$ cat src/rtl/univ_shift_reg_pkg.sv
// Shared definitions for the universal shift register: mode encodings, FSM states
// and the shift-mode classification used to qualify burst requests.
package univ_shift_reg_pkg;

  typedef enum logic [2:0] {
    MODE_HOLD = 3'b000,
    MODE_SR   = 3'b001,
    MODE_SL   = 3'b010,
    MODE_LOAD = 3'b011,
    MODE_ROR  = 3'b100,
    MODE_ROL  = 3'b101,
    MODE_ASL  = 3'b110,
    MODE_CLR  = 3'b111
  } mode_e;

  typedef enum logic {
    ST_IDLE  = 1'b0,
    ST_BURST = 1'b1
  } state_e;

  // Only modes that move bits are worth repeating in a burst.
  function automatic logic is_shift_mode(input logic [2:0] m);
    return (m == MODE_SR) || (m == MODE_SL) || (m == MODE_ROR) ||
           (m == MODE_ROL) || (m == MODE_ASL);
  endfunction

endpackage

$ cat src/rtl/univ_shift_reg_if.sv
// Control/data bundle of the universal shift register; the client drives mode,
// serial/parallel data and burst requests, the register returns its state.
interface univ_shift_reg_if #(
  parameter int WIDTH = 8
);
  localparam int CW = $clog2(WIDTH + 1);

  logic [2:0]       S;
  logic             DSR;
  logic             DSL;
  logic [WIDTH-1:0] D;
  logic             Start;
  logic [CW-1:0]    Cnt;
  logic [WIDTH-1:0] Q;
  logic             SOR;
  logic             SOL;
  logic             Busy;
  logic             Done;

  modport master (
    output S, DSR, DSL, D, Start, Cnt,
    input  Q, SOR, SOL, Busy, Done
  );

  modport slave (
    input  S, DSR, DSL, D, Start, Cnt,
    output Q, SOR, SOL, Busy, Done
  );
endinterface

$ cat src/rtl/univ_shift_reg_shift_core.sv
// Combinational next-state function of the shift register, shared by the
// direct path and the burst engine.
module shift_core
  import univ_shift_reg_pkg::*;
#(
  parameter int WIDTH = 8
) (
  input  mode_e            mode,
  input  logic [WIDTH-1:0] q,
  input  logic [WIDTH-1:0] d,
  input  logic             dsr,
  input  logic             dsl,
  output logic [WIDTH-1:0] q_next
);

  // q_up: bits moved one place toward the higher index; q_dn: toward index 0.
  logic [WIDTH-1:1] q_up;
  logic [WIDTH-2:0] q_dn;

  genvar gi;
  generate
    for (gi = 1; gi < WIDTH; gi++) begin : g_up
      assign q_up[gi] = q[gi-1];
    end
    for (gi = 0; gi < WIDTH - 1; gi++) begin : g_dn
      assign q_dn[gi] = q[gi+1];
    end
  endgenerate

  always_comb begin
    q_next = q;
    case (mode)
      MODE_HOLD: q_next = q;
      MODE_SR:   q_next = {q_up, dsr};
      MODE_SL:   q_next = {dsl, q_dn};
      MODE_LOAD: q_next = d;
      MODE_ROR:  q_next = {q_up, q[WIDTH-1]};
      MODE_ROL:  q_next = {q[0], q_dn};
      MODE_ASL:  q_next = {q[WIDTH-1], q_dn};
      MODE_CLR:  q_next = '0;
      default:   q_next = q;
    endcase
  end

endmodule

$ cat src/rtl/univ_shift_reg.sv
// WIDTH-generic universal shift register (HC194 superset) with an auto-burst
// engine that repeats a latched shift mode Cnt times under Start/Busy/Done.
module univ_shift_reg
  import univ_shift_reg_pkg::*;
#(
  parameter int WIDTH = 8
) (
  input logic              Clk,
  input logic              MR,
  univ_shift_reg_if.slave  bus
);

  localparam int CW = $clog2(WIDTH + 1);

  logic [WIDTH-1:0] q_reg;
  logic [WIDTH-1:0] q_next;
  state_e           state_reg;
  mode_e            mode_reg;
  logic [CW-1:0]    remain_reg;
  logic             done_reg;
  mode_e            core_mode;
  logic             accept;

  // A Start with a non-shift mode or a zero count degrades to a direct operation.
  assign accept    = bus.Start && is_shift_mode(bus.S) && (bus.Cnt != '0);
  assign core_mode = (state_reg == ST_BURST) ? mode_reg : mode_e'(bus.S);

  shift_core #(.WIDTH(WIDTH)) u_core (
    .mode   (core_mode),
    .q      (q_reg),
    .d      (bus.D),
    .dsr    (bus.DSR),
    .dsl    (bus.DSL),
    .q_next (q_next)
  );

  always_ff @(posedge Clk or negedge MR) begin
    if (!MR) begin
      q_reg      <= '0;
      state_reg  <= ST_IDLE;
      mode_reg   <= MODE_HOLD;
      remain_reg <= '0;
      done_reg   <= 1'b0;
    end else begin
      done_reg <= 1'b0;
      case (state_reg)
        ST_IDLE: begin
          if (accept) begin
            // Q holds on the accepting edge; shifting starts on the next one.
            mode_reg   <= mode_e'(bus.S);
            remain_reg <= bus.Cnt;
            state_reg  <= ST_BURST;
          end else begin
            q_reg <= q_next;
          end
        end
        ST_BURST: begin
          q_reg      <= q_next;
          remain_reg <= remain_reg - CW'(1);
          if (remain_reg == CW'(1)) begin
            state_reg <= ST_IDLE;
            done_reg  <= 1'b1;
          end
        end
        default: state_reg <= ST_IDLE;
      endcase
    end
  end

  assign bus.Q    = q_reg;
  assign bus.SOR  = q_reg[WIDTH-1];
  assign bus.SOL  = q_reg[0];
  assign bus.Busy = (state_reg == ST_BURST);
  assign bus.Done = done_reg;

endmodule

$ cat src/flat_wrapper.sv
// flat-port wrapper written by rule: the top's interface ports become plain ports
module univ_shift_reg_flat import univ_shift_reg_pkg::*;
#(
  parameter int WIDTH = 8
)
  (Clk, MR, bus_S, bus_DSR, bus_DSL, bus_D, bus_Start, bus_Cnt, bus_Q, bus_SOR, bus_SOL, bus_Busy, bus_Done);
  univ_shift_reg_if #(.WIDTH(WIDTH)) bus_i ();
  input logic Clk;
  input logic MR;
  input wire logic [$bits(bus_i.S)-1:0] bus_S;
  input wire logic [$bits(bus_i.DSR)-1:0] bus_DSR;
  input wire logic [$bits(bus_i.DSL)-1:0] bus_DSL;
  input wire logic [$bits(bus_i.D)-1:0] bus_D;
  input wire logic [$bits(bus_i.Start)-1:0] bus_Start;
  input wire logic [$bits(bus_i.Cnt)-1:0] bus_Cnt;
  output wire logic [$bits(bus_i.Q)-1:0] bus_Q;
  output wire logic [$bits(bus_i.SOR)-1:0] bus_SOR;
  output wire logic [$bits(bus_i.SOL)-1:0] bus_SOL;
  output wire logic [$bits(bus_i.Busy)-1:0] bus_Busy;
  output wire logic [$bits(bus_i.Done)-1:0] bus_Done;
  assign bus_i.S = bus_S;
  assign bus_i.DSR = bus_DSR;
  assign bus_i.DSL = bus_DSL;
  assign bus_i.D = bus_D;
  assign bus_i.Start = bus_Start;
  assign bus_i.Cnt = bus_Cnt;
  assign bus_Q = bus_i.Q;
  assign bus_SOR = bus_i.SOR;
  assign bus_SOL = bus_i.SOL;
  assign bus_Busy = bus_i.Busy;
  assign bus_Done = bus_i.Done;
  univ_shift_reg #(.WIDTH(WIDTH)) u_core (.Clk(Clk), .MR(MR), .bus(bus_i));
endmodule
$ cat config.mk
export PLATFORM = sky130hd
export DESIGN_NAME = univ_shift_reg_flat
export DESIGN_NICKNAME = d
export VERILOG_FILES = /design/src/rtl/univ_shift_reg_pkg.sv /design/src/rtl/univ_shift_reg_if.sv /design/src/rtl/univ_shift_reg_shift_core.sv /design/src/rtl/univ_shift_reg.sv /design/src/flat_wrapper.sv
export SDC_FILE = /design/constraint.sdc
export NUM_CORES = 1
export LEC_CHECK = 0
export ABC_AREA = 1
export CORE_UTILIZATION = 60
export CTS_CLUSTER_SIZE = 40
export DETAILED_ROUTE_END_ITERATION = 16
export DONT_BUFFER_PORTS = 1
export PLACE_DENSITY = 0.83
export SLEW_MARGIN = 20
export SYNTH_ARGS = -nofsm -noshare
export SYNTH_HDL_FRONTEND = slang
export SYNTH_SLANG_ARGS = --single-unit
export TNS_END_PERCENT = 20
$ cat constraint.sdc
create_clock -name Clk -period 2 [get_ports Clk]
set_input_delay 0.4 -clock Clk [delete_from_list [all_inputs] [get_ports Clk]]
set_output_delay 0.4 -clock Clk [all_outputs]
set_load 0.02 [all_outputs]
---- Yosys cells after proc, flatten, opt, wreduce, memory -nomap -nowiden ----
Cells that the tools add are included.
word-level totals
  bits in registers ....................... 17
  bits of input ports ..................... 20
  logic and storage cells ................. 42
operators by class
  $add $sub $neg .......................... 1
  equal/unequal tests ..................... 15
  mux-type cells .......................... 11
  bitwise logic cells ..................... 1
  reduce and logical (&&, ||, !) cells .... 9
operator list
  operator               count
  $pmux W8 S8            1
  $eq A3 B3 Y1 const B   7
  $pmux W8 S2            1
  $eq A3 B2 Y1 const B   3
  $mux W8                1
  $pmux W4 S2            1
  $eq A3 B1 Y1 const B   2
  $eq A4 B1 Y1 const B   1
  $logic_or A1 B1 Y1     4
  $mux W1                4
  $mux W4                1
  $reduce_bool A4 Y1     1
  $sub A4 B1 Y4 const B  1
  $logic_not A3 Y1       1
  $mux W3                1
  $logic_and A1 B1 Y1    2
  $ne A2 B1 Y1 const B   1
  $ne A2 B2 Y1 const B   1
  $pmux W1 S2            1
  $reduce_and A2 Y1      1
  $not A1 Y1             1

---- Longest topological paths before layout ----
  word-level depth ........................ 9
  gate-level depth with buffers ........... 9
  mapped depth without buffers ............ 9

---- Cells and area by module ----
From an unflattened synthesis, not the netlist that was laid out.
second synthesis, totals
  cell total of the unflattened synthesis .. 226
  area, all modules ....................... 1432.6 µm²
by module, submodules not included
  module          times used  cells each  area each (µm²)  seq. area each (µm²)
  univ_shift_reg  1           110         857.1            425.4
  shift_core      1           116         575.6            0.0

---- Least setup slack after synthesis ----
OpenSTA, ideal clock, no wires.
  path kind ............................... register -> register
  from .................................... register u_core.state_reg (netlist: u_core.bus.Busy)
  to ...................................... register u_core.q_reg[1] (netlist: u_core.bus.Q[1])
  library setup time ...................... 0.119 ns
  data arrival time ....................... 1.235 ns
  slack ................................... 0.646 ns
  stages on the path, launching flop included .. 10
  period minus slack after synthesis ...... 1.354 ns
  cells stage by stage .................... dfrtp_1 > inv_2 > nand2_1 > nand2_4 > nand2_4 > nand2_4 > nand2_1 > nand3_1 > nor2_1 > nor2_1
on the way
  word-level cells in the longest chain between the ends .. 5
  elaborated cells on any way between the ends .. 14
ends and longest elaborated chain
  item                                        RTL line                         source
  from (decl)                                 univ_shift_reg.sv:17             state_e state_reg;
  from (signal assigned)                      univ_shift_reg.sv:40             state_reg <= ST_IDLE;
  from (signal assigned)                      univ_shift_reg.sv:52             state_reg <= ST_BURST;
  from (signal assigned)                      univ_shift_reg.sv:61             state_reg <= ST_IDLE;
  $mux W3                                     univ_shift_reg.sv:26             assign core_mode = (state_reg == ST_BURST) ? mode_reg : mode_e'(bus.S);
  $eq A3 B3 Y1, or another cell as far along  univ_shift_reg_shift_core.sv:32  case (mode)
  $pmux W8 S8                                 univ_shift_reg_shift_core.sv:32
  $mux W8                                     univ_shift_reg.sv:48             if (accept) begin
  $pmux W8 S2                                 univ_shift_reg.sv:46             case (state_reg)
  to (signal assigned)                        univ_shift_reg.sv:54             q_reg <= q_next;
  to (signal assigned)                        univ_shift_reg.sv:58             q_reg <= q_next;
  to (decl)                                   univ_shift_reg.sv:15             logic [WIDTH-1:0] q_reg;
Several ways; a longest one is shown, not always the timed one. The select of a mux whose other input is x is not followed.
A chain may end at the register's enable or synchronous reset.

---- Final worst setup path ----
  from .................................... register u_core.state_reg (netlist: u_core.bus.Busy)
  to ...................................... register u_core.q_reg[5] (netlist: u_core.bus.Q[5])
The elaborated chain is that of the path after synthesis.

==> reports/metrics.yaml <==
fin_setup_tns_ns: 0
synth.area.top_cells: "dfrtp_1, nand2_1, nor2_1, nand3_1, nand2_4"
fin_skew_ns: 0.00492
num_vias: 1056
design_area_um2: 1220
io_buffers: 0
r2r_cells: 9
clk_latency_ns: 0.28
crit_fanout: 11
dp.cells: 190
cts_made_buffers: 3
postSynthCellCount: 169
gp_congestion: 0.933
p_per_area_nw_per_um2: 1920
synth.avg_cell_area_um2: 7.00
power_leakage_nw: 0.641
irDropWorstVdd_v: 0.00106
detail_route.wl_per_cell_um: 12.3
ctsHtreeMaxLevel: 1
syn-num-nets: 191
largest_register_ffs: 8
synth_area_um2: 1180
path_class: "register to register"
period_share_pct: 72.0
synth_cell_types: 20
max_clock_freq_mhz: 695
start_util_pct: 66.3
required_ns: 2.18
slew_violations: 0
dpl-instance-area_um2: 1180
synth_top_cell_by_area: "dfrtp_1"
placeableCoreArea_um2: 1780
cts_root_buf: "clkbuf_4"
crit_start: "u_core.bus.Busy$_DFF_PN0_"
final_antenna_net_count: 0
yosysWarnings: 0
worst_setup_path_start_kind: "register"
tightestPinTransition_ns: 0.770
ctsResizeCount: 0
hp-class: "primary input to register"
relSlewSlack_pct: 48.5
clkSinkCount: 17
die_w_um: 46.4
drtPass1Iterations: 4
num_rows: 15
grt_overflow: 0
cts_max_path_buffers: 2
cp-end-kind: "register"
grt_pass1_wl_um: 3790
track_usage_pct: 23.7
drive_gt1_share_pct: 11.8
grt_pass1_vias: 916
synth_top_area_share_pct: 36.0
nNetsFinal: 193
grt_max_degree: 20
antenna_found_initial: 0
boundaryPins: 32
vias_per_cell: 5.42
areaGrowthSynthToFinish_pct: 3.07
hold_viol_final: 0
status: "complete, no violations"
r2r-start: "u_core.bus.Busy$_DFF_PN0_"
cts_tree: "built"
dieArea_um2: 2150
min_period_ns: 1.44
finalSetupViolations: 0
min_path_cells: 2
cts_setup_buffers: 0
synth-seq-cells: 17
drc: 0
seq_area_frac_synth_pct: 36.0
die_y_um: 46.4
worst_ep_arrival_time_ns: 1.62
hpwl_um: 1870
wl_um: 2400
layout.cells.non_filler: 195
cap_violations: 0
drt_iter0_markers: 33
hold_start: "bus_Cnt[2]"
path_clk_slew_ns: 0.11
n_antenna_cell: 0
rsz0062_at_grt: "false"
## metrics by stage
step / hold slack, ns / util [%] / power [mW] / setup slack (ns)
global route: 0.248 / 68.4 / 2.59 / 0.404
CTS: 0.227 / 68.4 / 2.35 / 0.567
global placement: 0.105 / 66.2 / 2.11 / 0.597
finish: 0.229 / 68.4 / 2.34 / 0.560
floorplan: 0.104 / - / 1.97 / 0.646
detailed placement: 0.105 / 66.2 / 2.16 / 0.546
## critical path: stages (launching register included)
cell	delay, ns
dfrtp_1	0.40
buf_4	0.20
nand2_2	0.10
nand2_4	0.08
nand2_4	0.15
nand2_4	0.10
nand2_1	0.07
nand3_1	0.08
nor2_1	0.11
nor2_1	0.05
## area by class of cell
type / count / area [µm²]
Multi-Input combinational cell: 132 / 657
Fill cell: 164 / 564
Sequential cell: 17 / 425
Inverter: 14 / 52.6
Tap cell: 25 / 31.3
Timing Repair Buffer: 3 / 25.0
Clock buffer: 3 / 22.5
Clock inverter: 1 / 5.00
## kinds of logic after synthesis
| group | share of synthesized area (%) |
|---|---|
| buf+inv | 8.47 |
| simple gates | 45.5 |
| flops | 36.0 |
| compound gates | 7.94 |
| fa+ha+maj | 2.12 |
## timing repair
item | 4_1_cts | 5_1_grt
hold buffers | 1 | 0
setup endpoints to repair | 0 | 0
hold endpoints to repair | 17 | 0
## cell usage after synthesis
| library cell | number |
|---|---|
| nand3_1 | 14 |
| nand2_2 | 5 |
| nand3_4 | 1 |
| nor2_1 | 23 |
| buf_4 | 2 |
| o21ai_1 | 1 |
| nand4_1 | 8 |
| nand2_4 | 6 |
| o21ai_0 | 5 |
| dfrtp_1 | 17 |
| nor2_4 | 1 |
| nand2_1 | 53 |
| buf_2 | 2 |
| o221ai_1 | 1 |
| nor3_1 | 1 |
| a21oi_1 | 11 |
| ha_1 | 2 |
| inv_2 | 1 |
| inv_1 | 13 |
| buf_6 | 2 |
## layer usage
layer | GRT usage, % | vias to the layer above | share of wire, % | wire length (µm)
met5 | 0 | - | 0 | 0
met4 | 1.76 | 0 | 0 | 0
met3 | 4.71 | 0 | 5.5 | 133
met2 | 40.3 | 28 | 48 | 1150
met1 | 32.0 | 483 | 47 | 1120
li1 | - | 545 | - | -
## placed cells by master, fill, tap and decap left out, drive strengths merged
cell type and instances:
nand2 64, nor2 24, dfrtp 17, nand3 15
inv 14, a21oi 11, nand4 8, o21ai 6
clkbuf 3, ha 2, buf 2, nor3 1
o221ai 1, clkinv 1, dlygate4sd3 1
## where the power goes
group	internal [mW]	switching, mW
sequential	0.522	0.291
clock	0.0741	0.111
combinational	0.485	0.859
total	1.08	1.26
## final timing paths
path / end / slack [ns]
hold reg to reg: u_core.bus.Done$_DFF_PN0_ / 0.46
min in group asynchronous: u_core.mode_reg[0]$_DFFE_PN0P_ / 0.62
setup / recovery: u_core.bus.Q[5]$_DFFE_PN0P_ / 0.56
max in group asynchronous: u_core.bus.Q[0]$_DFFE_PN0P_ / 0.90
setup reg to reg: u_core.bus.Q[5]$_DFFE_PN0P_ / 0.56
hold / removal: u_core.remain_reg[2]$_DFFE_PN0P_ / 0.23
Note: power is estimated with default switching activity, not from simulation.
